$ cat src/rtl/coproc_pkg.sv
// Shared definitions for the coprocessor writeback path: frame defaults,
// pixel packing ratio and the writeback FSM state type.
package coproc_pkg;

  parameter int unsigned ImgWDefault = 256;
  parameter int unsigned ImgHDefault = 256;
  parameter int unsigned PxPerWord   = 4;
  parameter int unsigned LaneW       = $clog2(PxPerWord);

  typedef enum logic [1:0] {
    StIdle,
    StRun,
    StDone
  } wb_state_e;

endpackage

$ cat src/rtl/px_pack4.sv
// Packs four 8-bit pixels into one 32-bit word; word presents the merged value
// including the pixel accepted this cycle so the caller can register it directly.
module px_pack4
  import coproc_pkg::*;
(
  input  logic             clk,
  input  logic             rst_n,
  input  logic             clr,
  input  logic             valid,
  input  logic [LaneW-1:0] lane,
  input  logic [7:0]       data,
  output logic [31:0]      word,
  output logic             word_ready
);

  logic [31:0] word_q, word_d;

  always_comb begin
    word_d = word_q;
    if (clr) begin
      word_d = '0;
    end else if (valid) begin
      unique case (lane)
        2'd0:    word_d[7:0]   = data;
        2'd1:    word_d[15:8]  = data;
        2'd2:    word_d[23:16] = data;
        default: word_d[31:24] = data;
      endcase
    end
  end

  assign word       = word_d;
  assign word_ready = valid && !clr && (&lane);

  always_ff @(posedge clk) begin
    if (!rst_n) begin
      word_q <= '0;
    end else begin
      word_q <= word_d;
    end
  end

endmodule

$ cat src/rtl/addr_calc_wb_dma.sv
// Frame writeback: tracks raster position of incoming pixels, packs them four
// per word and issues sequential result-memory writes.
module addr_calc_wb_dma
  import coproc_pkg::*;
#(
  parameter int unsigned IMG_W = ImgWDefault,
  parameter int unsigned IMG_H = ImgHDefault
) (
  input  logic        clk,
  input  logic        rst_n,
  input  logic        start,
  input  logic        abort,
  input  logic        px_valid,
  input  logic [7:0]  px_data,
  output logic        mem_we,
  output logic [13:0] mem_waddr,
  output logic [31:0] mem_wdata,
  output logic [7:0]  col_cnt,
  output logic [7:0]  row_cnt,
  output logic        busy,
  output logic        done
);

  localparam logic [7:0] ColMax = 8'(IMG_W - 1);
  localparam logic [7:0] RowMax = 8'(IMG_H - 1);

  wb_state_e   state_q, state_d;
  logic [7:0]  col_q, col_d;
  logic [7:0]  row_q, row_d;
  logic [13:0] waddr_q, waddr_d;
  logic        mem_we_q, mem_we_d;
  logic [13:0] mem_waddr_q, mem_waddr_d;
  logic [31:0] mem_wdata_q, mem_wdata_d;
  logic        done_q, done_d;

  logic        pack_clr;
  logic        accept;
  logic [31:0] pack_word;
  logic        pack_ready;

  // abort dominates px_valid, so a pixel arriving with abort is never packed
  assign accept = (state_q == StRun) && px_valid && !abort;

  px_pack4 u_px_pack4 (
    .clk        (clk),
    .rst_n      (rst_n),
    .clr        (pack_clr),
    .valid      (accept),
    .lane       (col_q[LaneW-1:0]),
    .data       (px_data),
    .word       (pack_word),
    .word_ready (pack_ready)
  );

  always_comb begin
    state_d     = state_q;
    col_d       = col_q;
    row_d       = row_q;
    waddr_d     = waddr_q;
    mem_we_d    = 1'b0;
    mem_waddr_d = mem_waddr_q;
    mem_wdata_d = mem_wdata_q;
    done_d      = 1'b0;
    pack_clr    = 1'b0;

    unique case (state_q)
      StIdle: begin
        if (start) begin
          state_d  = StRun;
          col_d    = '0;
          row_d    = '0;
          waddr_d  = '0;
          pack_clr = 1'b1;
        end
      end
      StRun: begin
        if (abort) begin
          state_d = StIdle;
        end else if (px_valid) begin
          if (col_q == ColMax) begin
            col_d = '0;
            row_d = row_q + 8'd1;
            if (row_q == RowMax) begin
              state_d = StDone;
            end
          end else begin
            col_d = col_q + 8'd1;
          end
          if (pack_ready) begin
            mem_we_d    = 1'b1;
            mem_waddr_d = waddr_q;
            mem_wdata_d = pack_word;
            waddr_d     = waddr_q + 14'd1;
          end
        end
      end
      StDone: begin
        // first cycle carries the final write, second cycle carries done
        if (abort) begin
          state_d = StIdle;
        end else begin
          done_d = !done_q;
          if (done_q) begin
            state_d = StIdle;
          end
        end
      end
      default: state_d = StIdle;
    endcase
  end

  always_ff @(posedge clk) begin
    if (!rst_n) begin
      state_q     <= StIdle;
      col_q       <= '0;
      row_q       <= '0;
      waddr_q     <= '0;
      mem_we_q    <= 1'b0;
      mem_waddr_q <= '0;
      mem_wdata_q <= '0;
      done_q      <= 1'b0;
    end else begin
      state_q     <= state_d;
      col_q       <= col_d;
      row_q       <= row_d;
      waddr_q     <= waddr_d;
      mem_we_q    <= mem_we_d;
      mem_waddr_q <= mem_waddr_d;
      mem_wdata_q <= mem_wdata_d;
      done_q      <= done_d;
    end
  end

  assign mem_we    = mem_we_q;
  assign mem_waddr = mem_waddr_q;
  assign mem_wdata = mem_wdata_q;
  assign col_cnt   = col_q;
  assign row_cnt   = row_q;
  assign busy      = (state_q == StRun);
  assign done      = done_q;

endmodule

$ cat config.mk
export PLATFORM = sky130hd
export DESIGN_NAME = addr_calc_wb_dma
export DESIGN_NICKNAME = d
export VERILOG_FILES = /design/src/rtl/coproc_pkg.sv /design/src/rtl/px_pack4.sv /design/src/rtl/addr_calc_wb_dma.sv
export SDC_FILE = /design/constraint.sdc
export NUM_CORES = 1
export LEC_CHECK = 0
export ABC_AREA = 1
export CAP_MARGIN = 10
export CELL_PAD_IN_SITES_DETAIL_PLACEMENT = 1
export CELL_PAD_IN_SITES_GLOBAL_PLACEMENT = 2
export CORE_UTILIZATION = 30
export DETAILED_ROUTE_END_ITERATION = 6
export PLACE_DENSITY = 0.83
export RECOVER_POWER = 25
export SLEW_MARGIN = 20
export SYNTH_ARGS = -nofsm -noshare
export SYNTH_HDL_FRONTEND = slang
export SYNTH_SLANG_ARGS = --single-unit
$ cat constraint.sdc
create_clock -name clk -period 1.66 [get_ports clk]
set_input_delay 0.415 -clock clk [delete_from_list [all_inputs] [get_ports clk]]
set_output_delay 0.415 -clock clk [all_outputs]
set_load 0.01 [all_outputs]
==> results of run 1 <==
[through the flow]
| stage | TNS (ps) | power (W) | hold WS [ps] |
|---|---|---|---|
| 4_1_cts | 0 | 0.00531 | 472 |
| 3_5_place_dp | -35890 | 0.00315 | 461 |
| 6_report | 0 | 0.00525 | 467 |
| 3_3_place_gp | -31790 | 0.00314 | 457 |
| 5_1_grt | -120 | 0.00547 | 491 |
| 2_1_floorplan | 0 | 0.00295 | 453 |
[how the worst max path moves through the flow]
stage,to
after floorplan,row_cnt[6]$_SDFFE_PN0P_
after global placement,mem_wdata[2]$_SDFFE_PN0P_
after detailed placement,mem_wdata[21]$_SDFFE_PN0P_
after CTS,mem_waddr[1]
after global routing,row_cnt[7]$_SDFFE_PN0P_
final,mem_we
[synth_stat cells (all sizes together)]
library cell	number
nand2	190
o21ai	117
dfxtp	112
nor2	78
inv	76
a21oi	63
nand3	30
buf	25
clkbuf	12
nor3	8
ha	7
nand4	4
a21boi	2
and3	1
nand3b	1
o211ai	1
o21a	1
o21bai	1
o22ai	1
xor2	1
[worst register-to-register path, delay by kind of cell (launching register included)]
kind | cells | cell delay, ps
adder cells (fa/ha/maj) | 1 | 220
AND/OR/NAND/NOR | 3 | 220
flip-flops | 1 | 340
buffers and inverters | 3 | 390
AO/OA/AOI/OAI | 3 | 300
[final cells by class]
class	instances	area, um^2	area share
inverters	76	295	0.0440
clock buffers	12	256	0.0382
flip-flops and latches	112	2250	0.335
clock inverters	4	27.5	0.00410
well taps	220	275	0.0410
repair buffers	123	1250	0.186
multi-input cells	506	2360	0.352
[power groups by stage]
| stage | clock [W] | sequential [W] | combinational [W] |
|---|---|---|---|
| 5_1_grt | 0.00233 | 0.00270 | 0.000443 |
| 2_1_floorplan | 0 | 0.00276 | 0.000195 |
| 3_3_place_gp | 0 | 0.00276 | 0.000386 |
| 4_1_cts | 0.00221 | 0.00269 | 0.000399 |
| 3_5_place_dp | 0 | 0.00276 | 0.000394 |
| 6_report | 0.00215 | 0.00270 | 0.000404 |
[timing repair]
action / 4_1_cts / 5_1_grt
hold buffers: 0 / 0
setup buffers: 0 / 1
setup endpoints to repair: 71 / 64
cloned: 0 / 2
resized for setup: 59 / 33
[logic make-up after synthesis]
family                     synth area share
and+or+nand+nor                       0.254
AOI/OAI and AO/OA                     0.187
buffers and inverters                0.0946
DFF                                   0.445
adders and majority gates            0.0174
xor gates and xnor gates            0.00174
[state kept, by name, indices dropped and copies added (netlist names)]
| register | count |
|---|---|
| u_px_pack4.word_q | 32 |
| state_q | 2 |
| col_cnt | 8 |
| mem_we | 1 |
| mem_wdata | 32 |
| waddr_q | 14 |
| done | 1 |
| row_cnt | 8 |
| mem_waddr | 14 |
[routing by layer]
| layer | up-vias | routed length (um) | part of all wire | GRT usage |
|---|---|---|---|---|
| met5 | - | 0 | 0 | 0 |
| met4 | 0 | 125 | 0.0080 | 0.0465 |
| met3 | 10 | 566 | 0.036 | 0.0386 |
| met2 | 82 | 7900 | 0.50 | 0.332 |
| met1 | 2463 | 7130 | 0.45 | 0.216 |
| li1 | 2535 | - | - | - |
==> impl_metrics.yaml, run 1 <==
sta:
  max_slew.worst_pin.slew_ps: 390
  post-route-worst-setup-slack_ps: 55.3
  finalWorstPathRequiredPeriod_ps: 1600
  slew_viol_final: 0
  finalSetupViolCount: 0
  achievable-frequency_ghz: 0.623
  layout_worst_path_cycle_share: 0.967
  rsz_0062_raised_after_global_routing: "yes"
  fin_worst_skew_ps: 8.03
  final-hold-violation-count: 0
  timing.max_slew.rel_slack: 0.740
setup_path:
  critPathMaxFanout: 1
  critical_path_required_ps: 1240
  cp_num_buf_inv: 1
  worstSetupPathType: "flip-flop to output pin"
  worstRegToRegCells: 10
  slowest_delay_ps: 530
  critPathSlowestCell: "clkdlybuf4s50_1"
  cp-end-kind: "output pin"
  timing.critical_path.from: "mem_we$_SDFF_PP0_"
  r2r_slack_ps: 120
  reg2reg_from: "col_cnt[1]$_SDFFE_PN0P_"
  crit_chain: "clkdlybuf4s50_1"
  worstSetupStartpointType: "flip-flop"
  worst_ep_arrival_time_ps: 1190
  critical-path-top-delay-family: "buffers and inverters"
  worst_r2r_endpoint: "mem_wdata[11]$_SDFFE_PN0P_"
  path_depth: 1
hold_path:
  holdPathEnd: "mem_waddr[4]$_SDFFE_PN0P_"
  min_delay_path_depth: 2
  hp-class: "flip-flop to flip-flop"
  min-delay-start: "mem_waddr[4]$_SDFFE_PN0P_"
placement:
  dp_worst_setup_slack_ps: -434
  detailedPlacementHpwl_um: 10900
  post_placement_cell_area_um2: 6370
  port_buffers: 77
  place_inst: 1034
  gp_congestion: 0.787
power_and_ir_drop:
  clock_power_share: 0.410
  total_leakage_power_nw: 2.73
  power.switching_w: 0.00130
  power.density_nw_per_um2: 782
  irDropWorstVdd_uv: 479
  comb_power_share: 0.077
  seqPwrFrac: 0.513
  p_int_w: 0.00396
  netSwitchingFraction: 0.247
global_routing:
  number_of_global_route_vias_before_repair: 5229
  grt_pass1_wl_um: 25500
  grt_use_total: 0.183
  grt_antenna_before_repair: 0
  grt_max_degree: 38
  grt.overflow.total: 0
yosys:
  synth-warning-count: 0
  mappedNetlistArea_um2: 5040
  synth_area_per_cell_um2: 6.90
  syn_nets: 751
  yosys_register_bits: 112
  synth.yosys.seq_area_share: 0.445
  cell_taking_the_most_area_after_synthesis: "dfxtp_1"
  synth.lib_cells_used.distinct: 32
  synth_top_cell_area_share: 0.445
  synth.top_cells.by_area: "dfxtp_1 (44%), nand2_1 (14%), o21ai_0 (7.8%)"
  synthCells: 731
clock_tree:
  worst_setup_hold_path_clk_slew_ps: 70
  cts-root-buf: "clkbuf_16"
  clock_tree_from_tritoncts: "yes"
  skew_pair_late_insertion_delay_ps: 360
  htree_levels: 3
  tritoncts.num_buffers: 9
  clock_path_buffers: 2
  clock_sink_count: 112
final_layout:
  p_r_area_growth_vs_syn_pct: 33.2
  design_area_um2: 6720
  layout.cells.most_common_list: "nand2_1 (185), dfxtp_1 (104), o21ai_0 (79), nor2_1 (74), inv_1 (72)"
  filler_cell_count: 2108
  finalNonFillerCells: 1053
  fraction_of_layout_instances_using_a_drive_strength_above_1: 0.110
  mostFrequentLayoutCell: "nand2_1"
  diodes: 0
  final_nets: 848
  final_util: 0.408
job:
  count_of_max_cap_constraint_violations: 0
route:
  ant_nets: 0
  detail_route.first_pass.iterations: 4
  finalWirelength_um: 15700
  vias: 5090
  drcViolationCount: 0
  first_iter_violations: 208
  wl_per_cell_um: 14.9
  avgViaCountPerCell: 4.83
die:
  chipHeight_um: 132
  placement_rows: 47
  die_area_um2: 17300
  top_level_ports: 78
  core_area_um2: 16500
  die_width_um: 132
  starting_density: 0.306
outcome:
  status: "completed"
Note: power is estimated with default switching activity, not from simulation.
==> run 2: changes to the inputs <==
CORE_UTILIZATION = 31   (was 30)
CTS_BUF_LIST = sky130_fd_sc_hd__clkbuf_2   (was default)
PLACE_DENSITY = 0.85   (was 0.83)
==> run 2 against run 1 <==
  * The run now ends with setup timing left
  * Combinational power increased by 12%
  * Worst setup slack worse by 140 ps
  * Sequential power is essentially flat
  * First-iteration DRC count grew 17%
  * Total power is 18% lower
  * Clock-buffer cell count is 3 lower
  * Register-to-register slack got worse by 80 ps
  * Clock power fell by 45%
  * Global-route usage is 1.5 points higher
  * Clock skew rose by 20 ps
  * Design area decreased by 0.56%
  * Critical endpoint is now busy
  * Largest power group unchanged
==> impl_metrics.yaml, run 2 (synthesis results as in run 1) <==
final_layout:
  seq_area_um2: 2340
  mostFrequentLayoutCell: "nand2_1"
  design_area_um2: 6680
  layout.cells.most_common_list: "nand2_1 (181), nor2_1 (73), inv_1 (70), o21ai_0 (64)"
  p_r_area_growth_vs_syn_pct: 32.5
  final_nets: 871
  multi_input_comb_area_um2: 2450
  fraction_of_layout_instances_using_a_drive_strength_above_1: 0.291
  filler_cell_count: 2057
  diodes: 0
sta:
  finalSetupViolCount: 3
  post-route-worst-setup-slack_ps: -86.8
  layout_worst_path_cycle_share: 1.05
  finalWorstPathRequiredPeriod_ps: 1750
  timing.max_slew.rel_slack: 0.493
  final-hold-violation-count: 0
  setup_tns_after_final_layout_ps: -157
  fin_worst_skew_ps: 27.8
  achievable-frequency_ghz: 0.572
  slew_viol_final: 0
  rsz_0062_raised_after_global_routing: "yes"
  max_slew.worst_pin.slew_ps: 760
route:
  vias: 5126
  first_iter_violations: 244
  ant_nets: 0
  avgViaCountPerCell: 4.78
  drcViolationCount: 0
  detail_route.first_pass.iterations: 4
  finalWirelength_um: 16300
  wl_per_cell_um: 15.2
job:
  count_of_max_cap_constraint_violations: 0
global_routing:
  grt_use_total: 0.197
  grt.overflow.total: 0
  grt_max_degree: 36
  number_of_global_route_vias_before_repair: 5246
  grt_antenna_before_repair: 0
  grt_pass1_wl_um: 26000
setup_path:
  timing.critical_path.from: "state_q[0]$_SDFFE_PN0P_"
  critical_path_required_ps: 1240
  worstRegToRegCells: 8
  cp-end-kind: "output pin"
  critPathMaxFanout: 2
  worstSetupStartpointType: "flip-flop"
  worst_ep_arrival_time_ps: 1330
  reg2reg_from: "col_cnt[1]$_SDFFE_PN0P_"
  worstSetupPathType: "flip-flop to output pin"
die:
  core_area_um2: 15900
  die_width_um: 130
  die_area_um2: 16800
  top_level_ports: 78
  chipHeight_um: 130
  placement_rows: 46
  starting_density: 0.317
placement:
  post_placement_cell_area_um2: 6320
  port_buffers: 77
  gp_congestion: 0.789
  detailedPlacementHpwl_um: 10900
clock_tree:
  clock_tree_from_tritoncts: "yes"
  tritoncts.num_buffers: 9
  clock_path_buffers: 2
  skew_pair_late_insertion_delay_ps: 640
  clock_sink_count: 112
  htree_levels: 3
  cts-root-buf: "clkbuf_2"
  worst_setup_hold_path_clk_slew_ps: 330
power_and_ir_drop:
  total_leakage_power_nw: 2.75
  irDropWorstVdd_uv: 248
  power.density_nw_per_um2: 648
outcome:
  violated_checks: "setup timing"
  status: "finished with violations"
hold_path:
  hp-class: "primary input to flip-flop"
  min_delay_path_depth: 3
  min-delay-start: "start"
run 2: cell count changes in the layout (fill, tap and decap cells not counted), sizes merged:
| cell | before | now |
|---|---|---|
| buf | 44 | 130 |
| dlygate4sd2 | 47 | 0 |
| clkdlybuf4s25 | 16 | 0 |
| clkinvlp | 0 | 2 |
| clkbuf | 14 | 13 |
| clkdlybuf4s15 | 1 | 0 |
| clkdlybuf4s50 | 13 | 12 |
| clkinv | 5 | 6 |
run 2: per-stage QoR:
stage	hold WS [ps]	instances	total power, W	setup WS, ps	utilization
after floorplan	453	731	0.00295	107	-
after global placement	456	1027	0.00314	-384	0.398
after detailed placement	462	1027	0.00315	-426	0.398
after CTS	434	1062	0.00435	-145	0.401
after global routing	438	1072	0.00452	-156	0.420
final	454	1072	0.00433	-86.8	0.420
run 2: path summary, 6_finish.rpt:
check | endpoint | slack [ps]
worst max-delay path | busy | -90
worst min-delay path | state_q[0]$_SDFFE_PN0P_ | 450
worst max register to register | mem_waddr[9]$_SDFFE_PN0P_ | 40
worst min register to register | mem_waddr[2]$_SDFFE_PN0P_ | 480
run 2: critical path: stages (launching register included):
cell and delay [ps]:
dfxtp_2 440, inv_4 50, nor2_8 90, buf_6 100
run 2: what timing repair did:
action                                 CTS  global route
setup endpoints to repair               71            76
cloned                                   0             3
endpoints found under the hold margin    0             0
gates resized for setup                342            59
pin swaps                                1            12
setup buffers                           19             7
hold buffers                             0             0
run 2: where the power goes:
part	internal (W)	leakage, nW	switching (W)	total, W
Combinational	0.000186	1.76	0.000266	0.000451
Sequential	0.00269	0.938	0.00000418	0.00270
Clock	0.000198	0.0549	0.000980	0.00118
Total	0.00308	2.75	0.00125	0.00433
run 2: final cells by class:
| cell class | instances | share of cell area |
|---|---|---|
| Tap cell | 216 | 0.0405 |
| Multi-Input combinational cell | 506 | 0.367 |
| Timing Repair Buffer | 146 | 0.182 |
| Sequential cell | 112 | 0.351 |
| Inverter | 76 | 0.0457 |
| Clock inverter | 7 | 0.00712 |
| Clock buffer | 9 | 0.00674 |
run 2: layer usage:
layer | share of wire | vias to the layer above | global-route usage
met2 | 0.50 | 65 | 0.359
met5 | 0 | - | 0
met4 | 0.014 | 0 | 0.0705
li1 | - | 2587 | -
met3 | 0.024 | 17 | 0.0239
met1 | 0.46 | 2457 | 0.239
